===== src/rtl/vga_scanout_reader_if.sv =====
// vga_scanout_reader_if: frame-buffer read port and VGA pin bundle
interface vga_scanout_reader_if;
  logic [14:0] fbAddress;
  logic [2:0]  fbData;
  logic [7:0]  vgaR;
  logic [7:0]  vgaG;
  logic [7:0]  vgaB;
  logic        vgaHS;
  logic        vgaVS;
  logic        vgaBlankN;
  logic        vgaSyncN;
  logic        vgaClk;
  logic        frameStart;
  modport master (
    output fbAddress, vgaR, vgaG, vgaB, vgaHS, vgaVS, vgaBlankN, vgaSyncN, vgaClk, frameStart,
    input  fbData
  );
  modport slave (
    input  fbAddress, vgaR, vgaG, vgaB, vgaHS, vgaVS, vgaBlankN, vgaSyncN, vgaClk, frameStart,
    output fbData
  );
endinterface


===== src/rtl/vga_scanout_reader.sv =====
// vga_scanout_reader: VGA timing, 4x upscaled frame-buffer fetch and pin driver
module vga_scanout_reader #(
  parameter int H_VISIBLE   = 640,
  parameter int H_FRONT     = 16,
  parameter int H_SYNC      = 96,
  parameter int H_BACK      = 48,
  parameter int V_VISIBLE   = 480,
  parameter int V_FRONT     = 10,
  parameter int V_SYNC      = 2,
  parameter int V_BACK      = 33,
  parameter int SCALE_SHIFT = 2,
  parameter int FB_WIDTH    = 160
) (
  input  logic clk,
  input  logic reset,
  vga_scanout_reader_if.master bus
);
  localparam logic [9:0] H_VIS  = 10'(H_VISIBLE);
  localparam logic [9:0] H_SS   = 10'(H_VISIBLE + H_FRONT);
  localparam logic [9:0] H_SE   = 10'(H_VISIBLE + H_FRONT + H_SYNC);
  localparam logic [9:0] H_LAST = 10'(H_VISIBLE + H_FRONT + H_SYNC + H_BACK - 1);
  localparam logic [9:0] V_VIS  = 10'(V_VISIBLE);
  localparam logic [9:0] V_SS   = 10'(V_VISIBLE + V_FRONT);
  localparam logic [9:0] V_SE   = 10'(V_VISIBLE + V_FRONT + V_SYNC);
  localparam logic [9:0] V_LAST = 10'(V_VISIBLE + V_FRONT + V_SYNC + V_BACK - 1);
  // Row length is split into two powers of two (160 = 128 + 32) so y*FB_WIDTH is two shifts and an add.
  localparam int ROW_HI = $clog2(FB_WIDTH) - 1;
  localparam int ROW_LO = $clog2(FB_WIDTH - (1 << ROW_HI));
  logic        pix_q;
  logic [9:0]  h_q, h_d, v_q, v_d;
  logic [9:0]  h_dly_q, v_dly_q;
  logic        vis_dly_q;
  logic        visible;
  logic [9:0]  fx, fy;
  logic [14:0] addr_q, addr_d;
  logic [7:0]  r_q, g_q, b_q;
  logic        hs_q, vs_q, blank_q;
  // Counter advance on pixel ticks and frame-buffer address for the current position.
  always_comb begin
    visible = (h_q < H_VIS) && (v_q < V_VIS);
    h_d     = !pix_q ? h_q : (h_q == H_LAST ? '0 : h_q + 10'd1);
    v_d     = !(pix_q && h_q == H_LAST) ? v_q : (v_q == V_LAST ? '0 : v_q + 10'd1);
    fx      = h_q >> SCALE_SHIFT;
    fy      = v_q >> SCALE_SHIFT;
    addr_d  = visible ? ({5'b0, fy} << ROW_HI) + ({5'b0, fy} << ROW_LO) + {5'b0, fx} : '0;
  end
  // Tick phase, counters, address register and the one-pixel-delayed output stage.
  always_ff @(posedge clk or posedge reset) begin
    if (reset) begin
      pix_q     <= 1'b0;
      h_q       <= '0;
      v_q       <= '0;
      addr_q    <= '0;
      h_dly_q   <= '0;
      v_dly_q   <= '0;
      vis_dly_q <= 1'b0;
      r_q       <= '0;
      g_q       <= '0;
      b_q       <= '0;
      hs_q      <= 1'b1;
      vs_q      <= 1'b1;
      blank_q   <= 1'b0;
    end else begin
      pix_q <= ~pix_q;
      h_q   <= h_d;
      v_q   <= v_d;
      if (pix_q) begin
        addr_q    <= addr_d;
        h_dly_q   <= h_q;
        v_dly_q   <= v_q;
        vis_dly_q <= visible;
        r_q       <= {8{vis_dly_q & bus.fbData[2]}};
        g_q       <= {8{vis_dly_q & bus.fbData[1]}};
        b_q       <= {8{vis_dly_q & bus.fbData[0]}};
        hs_q      <= ~(h_dly_q >= H_SS && h_dly_q < H_SE);
        vs_q      <= ~(v_dly_q >= V_SS && v_dly_q < V_SE);
        blank_q   <= vis_dly_q;
      end
    end
  end
  assign bus.fbAddress  = addr_q;
  assign bus.vgaR       = r_q;
  assign bus.vgaG       = g_q;
  assign bus.vgaB       = b_q;
  assign bus.vgaHS      = hs_q;
  assign bus.vgaVS      = vs_q;
  assign bus.vgaBlankN  = blank_q;
  assign bus.vgaSyncN   = 1'b0;
  assign bus.vgaClk     = pix_q;
  assign bus.frameStart = pix_q && h_q == '0 && v_q == '0;
endmodule


===== src/flat_wrapper.sv =====
// flat-port wrapper written by rule: the top's interface ports become plain ports
module vga_scanout_reader_flat 
#(
  parameter int H_VISIBLE   = 640,
  parameter int H_FRONT     = 16,
  parameter int H_SYNC      = 96,
  parameter int H_BACK      = 48,
  parameter int V_VISIBLE   = 480,
  parameter int V_FRONT     = 10,
  parameter int V_SYNC      = 2,
  parameter int V_BACK      = 33,
  parameter int SCALE_SHIFT = 2,
  parameter int FB_WIDTH    = 160
)
  (clk, reset, bus_fbAddress, bus_vgaR, bus_vgaG, bus_vgaB, bus_vgaHS, bus_vgaVS, bus_vgaBlankN, bus_vgaSyncN, bus_vgaClk, bus_frameStart, bus_fbData);
  vga_scanout_reader_if bus_i ();
  input  logic clk;
  input  logic reset;
  output wire logic [$bits(bus_i.fbAddress)-1:0] bus_fbAddress;
  output wire logic [$bits(bus_i.vgaR)-1:0] bus_vgaR;
  output wire logic [$bits(bus_i.vgaG)-1:0] bus_vgaG;
  output wire logic [$bits(bus_i.vgaB)-1:0] bus_vgaB;
  output wire logic [$bits(bus_i.vgaHS)-1:0] bus_vgaHS;
  output wire logic [$bits(bus_i.vgaVS)-1:0] bus_vgaVS;
  output wire logic [$bits(bus_i.vgaBlankN)-1:0] bus_vgaBlankN;
  output wire logic [$bits(bus_i.vgaSyncN)-1:0] bus_vgaSyncN;
  output wire logic [$bits(bus_i.vgaClk)-1:0] bus_vgaClk;
  output wire logic [$bits(bus_i.frameStart)-1:0] bus_frameStart;
  input wire logic [$bits(bus_i.fbData)-1:0] bus_fbData;
  assign bus_fbAddress = bus_i.fbAddress;
  assign bus_vgaR = bus_i.vgaR;
  assign bus_vgaG = bus_i.vgaG;
  assign bus_vgaB = bus_i.vgaB;
  assign bus_vgaHS = bus_i.vgaHS;
  assign bus_vgaVS = bus_i.vgaVS;
  assign bus_vgaBlankN = bus_i.vgaBlankN;
  assign bus_vgaSyncN = bus_i.vgaSyncN;
  assign bus_vgaClk = bus_i.vgaClk;
  assign bus_frameStart = bus_i.frameStart;
  assign bus_i.fbData = bus_fbData;
  vga_scanout_reader #(.H_VISIBLE(H_VISIBLE), .H_FRONT(H_FRONT), .H_SYNC(H_SYNC), .H_BACK(H_BACK), .V_VISIBLE(V_VISIBLE), .V_FRONT(V_FRONT), .V_SYNC(V_SYNC), .V_BACK(V_BACK), .SCALE_SHIFT(SCALE_SHIFT), .FB_WIDTH(FB_WIDTH)) u_core (.clk(clk), .reset(reset), .bus(bus_i));
endmodule

===== config.mk =====
export PLATFORM = sky130hd
export DESIGN_NAME = vga_scanout_reader_flat
export DESIGN_NICKNAME = d
export VERILOG_FILES = /design/src/rtl/vga_scanout_reader_if.sv /design/src/rtl/vga_scanout_reader.sv /design/src/flat_wrapper.sv
export SDC_FILE = /design/constraint.sdc
export NUM_CORES = 1
export LEC_CHECK = 0
export CAP_MARGIN = 30
export CORE_MARGIN = 3
export CORE_UTILIZATION = 53
export CTS_CLUSTER_SIZE = 20
export DETAILED_ROUTE_END_ITERATION = 8
export PLACE_DENSITY = 0.79
export SETUP_SLACK_MARGIN = 0.4
export SYNTH_ARGS = -nofsm -noshare
export SYNTH_HDL_FRONTEND = slang
export SYNTH_SLANG_ARGS = --single-unit

===== constraint.sdc =====
create_clock -name clk -period 3.1 [get_ports clk]
set_clock_uncertainty 0.1 [all_clocks]
set_input_delay 0.62 -clock clk [delete_from_list [all_inputs] [get_ports clk]]
set_output_delay 0.62 -clock clk [all_outputs]
set_load 0.02 [all_outputs]

* Word-level counts from Yosys, hierarchy flattened
Index checks and enable logic that the tools add are counted.
** Storage, ports and cells
- Bits in registers :: 63
- Latch bits :: 0
- RAM bits :: 0
- ROM bits :: 0
- Memories kept :: 0
** Operators by class
- Add/subtract/negate cells :: 4
- Multipliers :: 0
- Divide/modulo/power cells :: 0
- Order comparisons :: 6
- Equality and inequality tests :: 2
- Shift-type cells :: 0
- Muxes and demuxes :: 3
- Bitwise gates (word level) :: 6
- Reductions and logical operators :: 8
** Operator list (number)
- 10-bit by 1-bit adder with 10-bit output (second input constant) :: 2
- 10-bit equality test (second input constant) :: 2
- 10-bit zero test :: 2
- 10-bit less-than comparator (second input constant) :: 2
- 10-bit by 9-bit less-than comparator with 1-bit output (second input constant) :: 2
- 10-bit two-way mux :: 2
- 15-bit by 13-bit adder with 15-bit output :: 1
- 15-bit by 8-bit adder with 15-bit output :: 1
- 15-bit two-way mux :: 1
- 10-bit greater-or-equal comparator (second input constant) :: 1
- 10-bit by 9-bit greater-or-equal comparator with 1-bit output (second input constant) :: 1
- 1-bit logical AND :: 6
- 1-bit AND :: 3
- 1-bit inverter :: 3

* Logic depth before layout (Yosys ltp)
Gate-level depths: netlist of run 1.
- Word-level depth :: 3
- Gate-level depth with buffers :: 10

* Least setup slack after synthesis of run 1
OpenSTA, ideal clock, no wires.
- Kind :: reg-to-output
- Start :: register u_core.pix_q (netlist: u_core.bus.vgaClk)
- End :: output port bus_frameStart
- Arrival :: 2.115 ns
- Required time :: 2.380 ns
- Path slack :: 0.265 ns
- Stages on the path, launching flop included :: 5
- Buffers on the path :: 1
- Path through :: dfrtp_1 buf_4 or4b_4 or4_1 nor4_1
** Between the ends
- Cells in the longest elaborated chain, start to end :: 2
** RTL lines
- start: declaration :: line vga_scanout_reader.sv:29 : logic pix_q;
- start signal: assignment :: line vga_scanout_reader.sv:64 : pix_q <= ~pix_q;
- 1-bit logical AND (2 in a row) :: line vga_scanout_reader.sv:90 : assign bus.frameStart = pix_q && h_q == '0 && v_q == '0;
- end: declaration :: line flat_wrapper.sv:28 : output wire logic [$bits(bus_i.frameStart)-1:0] bus_frameStart;
Every way passes these cells.

* Worst setup path in the final report of run 1
- Start :: register u_core.h_q[5]
- End :: output port bus_frameStart
** Between the ends
- Cells in the longest elaborated chain, start to end :: 3
** RTL lines
- start: declaration :: line vga_scanout_reader.sv:30 : logic [9:0] h_q, h_d, v_q, v_d;
- start signal: assignment :: line vga_scanout_reader.sv:51 : h_q <= '0;
- start signal: assignment :: line vga_scanout_reader.sv:65 : h_q <= h_d;
- 10-bit zero test :: line vga_scanout_reader.sv:90
- 1-bit logical AND (2 in a row) :: line vga_scanout_reader.sv:90
Every way passes these cells.

==> results of run 1 <==
where the power goes:
group	internal [mW]	switching (mW)	total [mW]	leakage [nW]
sequential	0.759	0.00408	0.763	0.756
clock	0.436	0.302	0.737	0.112
combinational	0.0335	0.0442	0.0778	1.00
total	1.23	0.350	1.58	1.87
timing repair:
action                                  4_1_cts  5_1_grt
gates resized for setup                      10        4
setup buffers                                 2        4
endpoints found under the setup margin        2        3
hold buffers                                  0        0
pin swaps                                     3        5
hold endpoints to repair                      0        0
sequential cells by signal, indices dropped and copies added (netlist names), 6 cells and up:
register and count:
u_core.v_q 10, u_core.h_dly_q 6, u_core.h_q 10, u_core.bus.fbAddress 15
u_core.v_dly_q 9
metal layers:
metal	track usage (%)	wire, µm
met1	28.1	2990
met2	33.6	2980
met3	5.21	340
met4	8.64	95
met5	0	0
worst max-delay path by stage:
stage	startpoint	endpoint	slack (ns)	cells after the start
after floorplan	u_core.v_q[2]$_DFFE_PP0P_	u_core.bus.fbAddress[13]$_DFFE_PP0P_	0.42	10
after global placement	u_core.h_q[6]$_DFFE_PP0P_	bus_frameStart	0.17	4
after detailed placement	u_core.h_q[6]$_DFFE_PP0P_	bus_frameStart	0.16	4
after CTS	u_core.h_q[5]$_DFFE_PP0P_	bus_frameStart	0.25	4
after global routing	u_core.h_q[5]$_DFFE_PP0P_	bus_frameStart	0.28	4
final	u_core.h_q[5]$_DFFE_PP0P_	bus_frameStart	0.34	4
worst max-delay path, stage by stage (launching register included):
cell and delay, ns:
dfrtp_1 0.37, or4b_4 0.54, or4_4 0.45, nor4_4 0.16, buf_4 0.18
kinds of logic after synthesis:
kind of cell               after synthesis
AOI/OAI and AO/OA                       46
buffers and inverters                   54
xor gates and xnor gates                15
other                                    1
adders and majority gates               21
muxes                                   17
DFF                                     58
and+or+nand+nor                         75
cell usage in the layout (no fill, tap or decap), drive strengths merged, types with 9 or more instances in the layout:
master,synthesis,layout
clkbuf,10,12
nand2,11,11
mux2,17,17
o21ai,12,12
nor3,9,9
ha,19,19
buf,24,19
nand3,13,13
xnor2,11,11
dfrtp,56,56
clkdlybuf4s50,0,47
a22o,9,9
inv,20,20
nor2,11,11
per-stage QoR:
step / power, mW / hold slack [ns] / worst slack (ns) / utilization (%) / std cells
final: 1.58 / 0.396 / 0.337 / 69.1 / 407
after global routing: 1.63 / 0.418 / 0.282 / 69.1 / 407
after CTS: 1.59 / 0.397 / 0.245 / 68.1 / 403
after detailed placement: 0.857 / 0.381 / 0.157 / 63.7 / 385
after global placement: 0.854 / 0.372 / 0.174 / 63.7 / 385
after floorplan: 0.833 / 0.371 / 0.417 / - / 287
layout make-up:
cell class,count,share of cell area (%)
sequential,58,37.8
clock buffer,12,4.29
multi-input combinational,175,36.5
inverter,20,1.95
timing repair buffer,66,15.9
tap,72,2.34
clock inverter,4,1.27
==> flow_metrics.env, run 1 <==
export IMPL_status="finished, final reports clean"
export IMPL_peakVddDrop_v=0.000349
export IMPL_synth_simple_area_share_pct=13.6
export IMPL_hp_start="u_core.bus.fbAddress[7]$_DFFE_PP0P_"
export IMPL_cts_buffer_depth=2
export IMPL_ctsRootBufferMaster="clkbuf_8"
export IMPL_netlist_instances=287
export IMPL_ant_nets=0
export IMPL_design_area_um2=3850
export IMPL_firstDrtPassIters=4
export IMPL_slew_viol_final=0
export IMPL_track_usage_pct=21.3
export IMPL_seq_area_frac_synth_pct=46.9
export IMPL_drive_gt1_share_pct=20.0
export IMPL_synthTopCellsByArea="dfrtp_1 45%, ha_1 7.7%, mux2_2 6.2%"
export IMPL_crit_required_ns=2.38
export IMPL_fmax_mhz=362
export IMPL_drtIter0Drc=106
export IMPL_routedWlPerCell_um=15.7
export IMPL_synth_area_um2=3100
export IMPL_ff2ff_path_depth=9
export IMPL_tightestPinTransition_ns=0.857
export IMPL_synth_warnings=0
export IMPL_hold_class="reg -> reg"
export IMPL_hpwl_um=4490
export IMPL_clkSlewWorstSetupHoldPaths_ns=0.07
export IMPL_antenna_found_initial=0
export IMPL_synth_enable_flop_cells=0
export IMPL_globalplace_congestion=0.811
export IMPL_synth_seq_cells=58
export IMPL_avgViaCountPerCell=5.48
export IMPL_crit_type="reg -> out"
export IMPL_ys_types=46
export IMPL_dpl_instance_area_um2=3550
export IMPL_nets=356
export IMPL_io_pins=50
export IMPL_rows=27
export IMPL_power_density_nw_per_um2=410
export IMPL_timing_rr_end="u_core.bus.fbAddress[14]$_DFFE_PP0P_"
export IMPL_fin_crit_ns=2.76
export IMPL_rsz0062_at_grt="yes"
export IMPL_max_slew_margin_rel_pct=42.8
export IMPL_min_to="u_core.bus.fbAddress[7]$_DFFE_PP0P_"
export IMPL_synth_flop_cell="dfrtp_1"
export IMPL_synth_net_count=313
export IMPL_synth_most_common_cell="dfrtp_1"
export IMPL_clock_latency_ns=0.33
export IMPL_initial_core_util_pct=55.6
export IMPL_syn2layout_area_growth_pct=24.3
export IMPL_synth_top_family_by_area="simple AND/OR/NAND/NOR gates"
export IMPL_cts_num_sinks=58
export IMPL_critPathMaxFanout=2
export IMPL_ys_async_sr_fraction_pct=100
export IMPL_h_tree_depth=3
export IMPL_ys_top_cells_by_count="56 x dfrtp_1, 23 x buf_4, 20 x inv_1"
export IMPL_fin_setup_tns_ns=0
export IMPL_numCtsBuffers=9
export IMPL_cp_end_kind="output pin"
export IMPL_multiInputGateArea_um2=1400
export IMPL_die_x_um=82.5
export IMPL_grt_pass1_vias=2160
export IMPL_fillers=419
export IMPL_synth_xor_area_share_pct=4.24
export IMPL_fin_crit_sh_pct=89.1
export IMPL_startpoint_type="flip-flop"
export IMPL_diodes=0
export IMPL_grt_ovfl_total=0
export IMPL_max_cap_violations=0
export IMPL_grt_max_degree=43
export IMPL_reg2reg_slack_ns=0.51
export IMPL_drc=0
export IMPL_cp_arrival_ns=2.04
export IMPL_core_um2=5570
export IMPL_syn_avg_cell_area_um2=10.8
export IMPL_yosysTopAreaCellShare_pct=45.2
export IMPL_dieArea_um2=6800
export IMPL_r2r_start="u_core.v_q[4]$_DFFE_PP0P_"
export IMPL_register_area_um2=1460
export IMPL_p_leak_nw=1.87
export IMPL_muxShareOfSynthArea_pct=6.18
export IMPL_synth_compound_area_share_pct=10.6
export IMPL_via_count=2230
export IMPL_io_buffers=48
export IMPL_hold_viol_final=0
export IMPL_synth_top_cell_by_area="dfrtp_1"
export IMPL_cts_tree="done"
export IMPL_grt_pass1_wl_um=10800
export IMPL_die_height_um=82.5
export IMPL_holdPathStages=1
export IMPL_final_setup_viol_count=0
export IMPL_drt_wl_total_um=6410
export IMPL_synthAdderAreaFrac_pct=8.96
Note: power is estimated with default switching activity, not from simulation.
==> run 2, diff against run 1 <==
PLACE_DENSITY = 0.77   (was 0.79)
==> flow_metrics.env, run 2 (same netlist as run 1, synthesis figures left out) <==
export IMPL_core_um2=5570
export IMPL_holdPathStages=1
export IMPL_rows=27
export IMPL_die_x_um=82.5
export IMPL_cp_arrival_ns=2.18
export IMPL_h_tree_depth=3
export IMPL_fin_crit_sh_pct=93.4
export IMPL_final_setup_viol_count=0
export IMPL_avgViaCountPerCell=5.46
export IMPL_ff2ff_path_depth=10
export IMPL_syn2layout_area_growth_pct=23.1
export IMPL_cp_end_kind="output pin"
export IMPL_fin_crit_ns=2.90
export IMPL_die_height_um=82.5
export IMPL_hold_class="reg -> reg"
export IMPL_routedWlPerCell_um=15.4
export IMPL_timing_rr_end="u_core.bus.fbAddress[14]$_DFFE_PP0P_"
export IMPL_critPathMaxFanout=2
export IMPL_r2r_start="u_core.v_q[3]$_DFFE_PP0P_"
export IMPL_min_to="u_core.bus.fbAddress[8]$_DFFE_PP0P_"
export IMPL_grt_pass1_wl_um=10000
export IMPL_nets=353
export IMPL_dp_cells=382
export IMPL_hold_buffers=0
export IMPL_grt_pass1_vias=2127
export IMPL_max_cap_violations=0
export IMPL_cts_tree="done"
export IMPL_track_usage_pct=19.9
export IMPL_cts_buffer_depth=2
export IMPL_drc=0
export IMPL_p_leak_nw=1.85
export IMPL_max_slew_margin_rel_pct=53.9
export IMPL_grt_max_degree=40
export IMPL_grt_ovfl_total=0
export IMPL_rsz0062_at_grt="yes"
export IMPL_final_common_cell="dfrtp_1"
export IMPL_power_density_nw_per_um2=408
export IMPL_tightestPinTransition_ns=0.686
export IMPL_startpoint_type="flip-flop"
export IMPL_firstDrtPassIters=4
export IMPL_status="finished, final reports clean"
export IMPL_fmax_mhz=345
export IMPL_crit_required_ns=2.38
export IMPL_reg2reg_slack_ns=0.61
export IMPL_slew_viol_final=0
export IMPL_io_buffers=48
export IMPL_antenna_found_initial=0
export IMPL_register_area_um2=1460
export IMPL_drtIter0Drc=66
export IMPL_layout_common_cells="54 x dfrtp_1, 47 x clkdlybuf4s50_1, 19 x inv_1, 19 x ha_1, 17 x mux2_2"
export IMPL_fin_setup_tns_ns=0
export IMPL_drive_gt1_share_pct=18.4
export IMPL_drt_wl_total_um=6210
export IMPL_dieArea_um2=6800
export IMPL_clkSlewWorstSetupHoldPaths_ns=0.07
export IMPL_ant_nets=0
export IMPL_multiInputGateArea_um2=1390
export IMPL_hp_start="u_core.bus.fbAddress[8]$_DFFE_PP0P_"
export IMPL_cts_num_sinks=58
export IMPL_peakVddDrop_v=0.000295
export IMPL_via_count=2207
export IMPL_ctsRootBufferMaster="clkbuf_8"
export IMPL_largest_reg_flops=15
export IMPL_initial_core_util_pct=55.6
export IMPL_diodes=0
export IMPL_fillers=408
export IMPL_crit_type="reg -> out"
export IMPL_numCtsBuffers=9
export IMPL_hpwl_um=4270
export IMPL_clock_latency_ns=0.34
export IMPL_globalplace_congestion=0.822
export IMPL_hold_viol_final=0
export IMPL_stdcell_count=404
export IMPL_io_pins=50
[run 2: changes by cell type in the layout (fill, tap and decap cells not counted), sizes merged]
cell / previous run / this run
buf: 19 / 16
clkinvlp: 0 / 2
clkinv: 3 / 1
[run 2: final cells by class]
type | count | area share, %
clock inverter | 4 | 1.31
inverter | 20 | 1.97
tap | 72 | 2.36
sequential | 58 | 38.2
multi-input combinational | 175 | 36.3
timing repair buffer | 63 | 15.8
clock buffer | 12 | 4.07
[run 2: where the power goes]
group	total (mW)	switching, mW	leakage, nW	internal, mW
sequential	0.763	0.00392	0.754	0.759
combinational	0.0780	0.0435	0.993	0.0345
clock	0.715	0.301	0.0986	0.413
total	1.56	0.349	1.85	1.21
[run 2: routing by layer]
| metal | share of wire (%) | GRT usage [%] |
|---|---|---|
| met5 | 0 | 0 |
| met4 | 2.1 | 11.6 |
| met3 | 4.7 | 4.01 |
| met2 | 48 | 30.0 |
| met1 | 45 | 26.5 |
[run 2: what timing repair did]
item                                    in CTS  in global routing
endpoints found under the setup margin       2                  2
buffers inserted                             2                  4
resized for setup                            7                  5
pin swaps                                    0                  3
[run 2: stage by stage]
stage	setup slack, ns	hold WS, ns	utilization, %	cell area [µm²]	total power, mW
after detailed placement	0.169	0.378	63.5	3540	0.857
after global routing	0.173	0.415	68.5	3820	1.61
after global placement	0.173	0.371	63.5	3540	0.856
after CTS	0.214	0.393	67.5	3760	1.57
after floorplan	0.417	0.371	-	3110	0.833
final	0.205	0.393	68.5	3820	1.56
[run 2: critical path, cell delays in order (launching register included)]
cell and delay [ns]:
dfrtp_1 0.38, or4b_4 0.56, or4_4 0.45, nor4_4 0.26, buf_4 0.19
[run 2: worst max path at each step]
stage	startpoint	to	depth (start not counted)
6_report	u_core.h_q[5]$_DFFE_PP0P_	bus_frameStart	4
5_1_grt	u_core.h_q[5]$_DFFE_PP0P_	bus_frameStart	4
4_1_cts	u_core.h_q[6]$_DFFE_PP0P_	bus_frameStart	4
3_5_place_dp	u_core.h_q[7]$_DFFE_PP0P_	bus_frameStart	4
3_3_place_gp	u_core.h_q[6]$_DFFE_PP0P_	bus_frameStart	4
2_1_floorplan	u_core.v_q[2]$_DFFE_PP0P_	u_core.bus.fbAddress[13]$_DFFE_PP0P_	10
==> run 3, diff against run 2 <==
SLEW_MARGIN = 10   (was default)
==> results of run 3 <==
The final DEF is identical to that of run 2; final timing and power are the same.
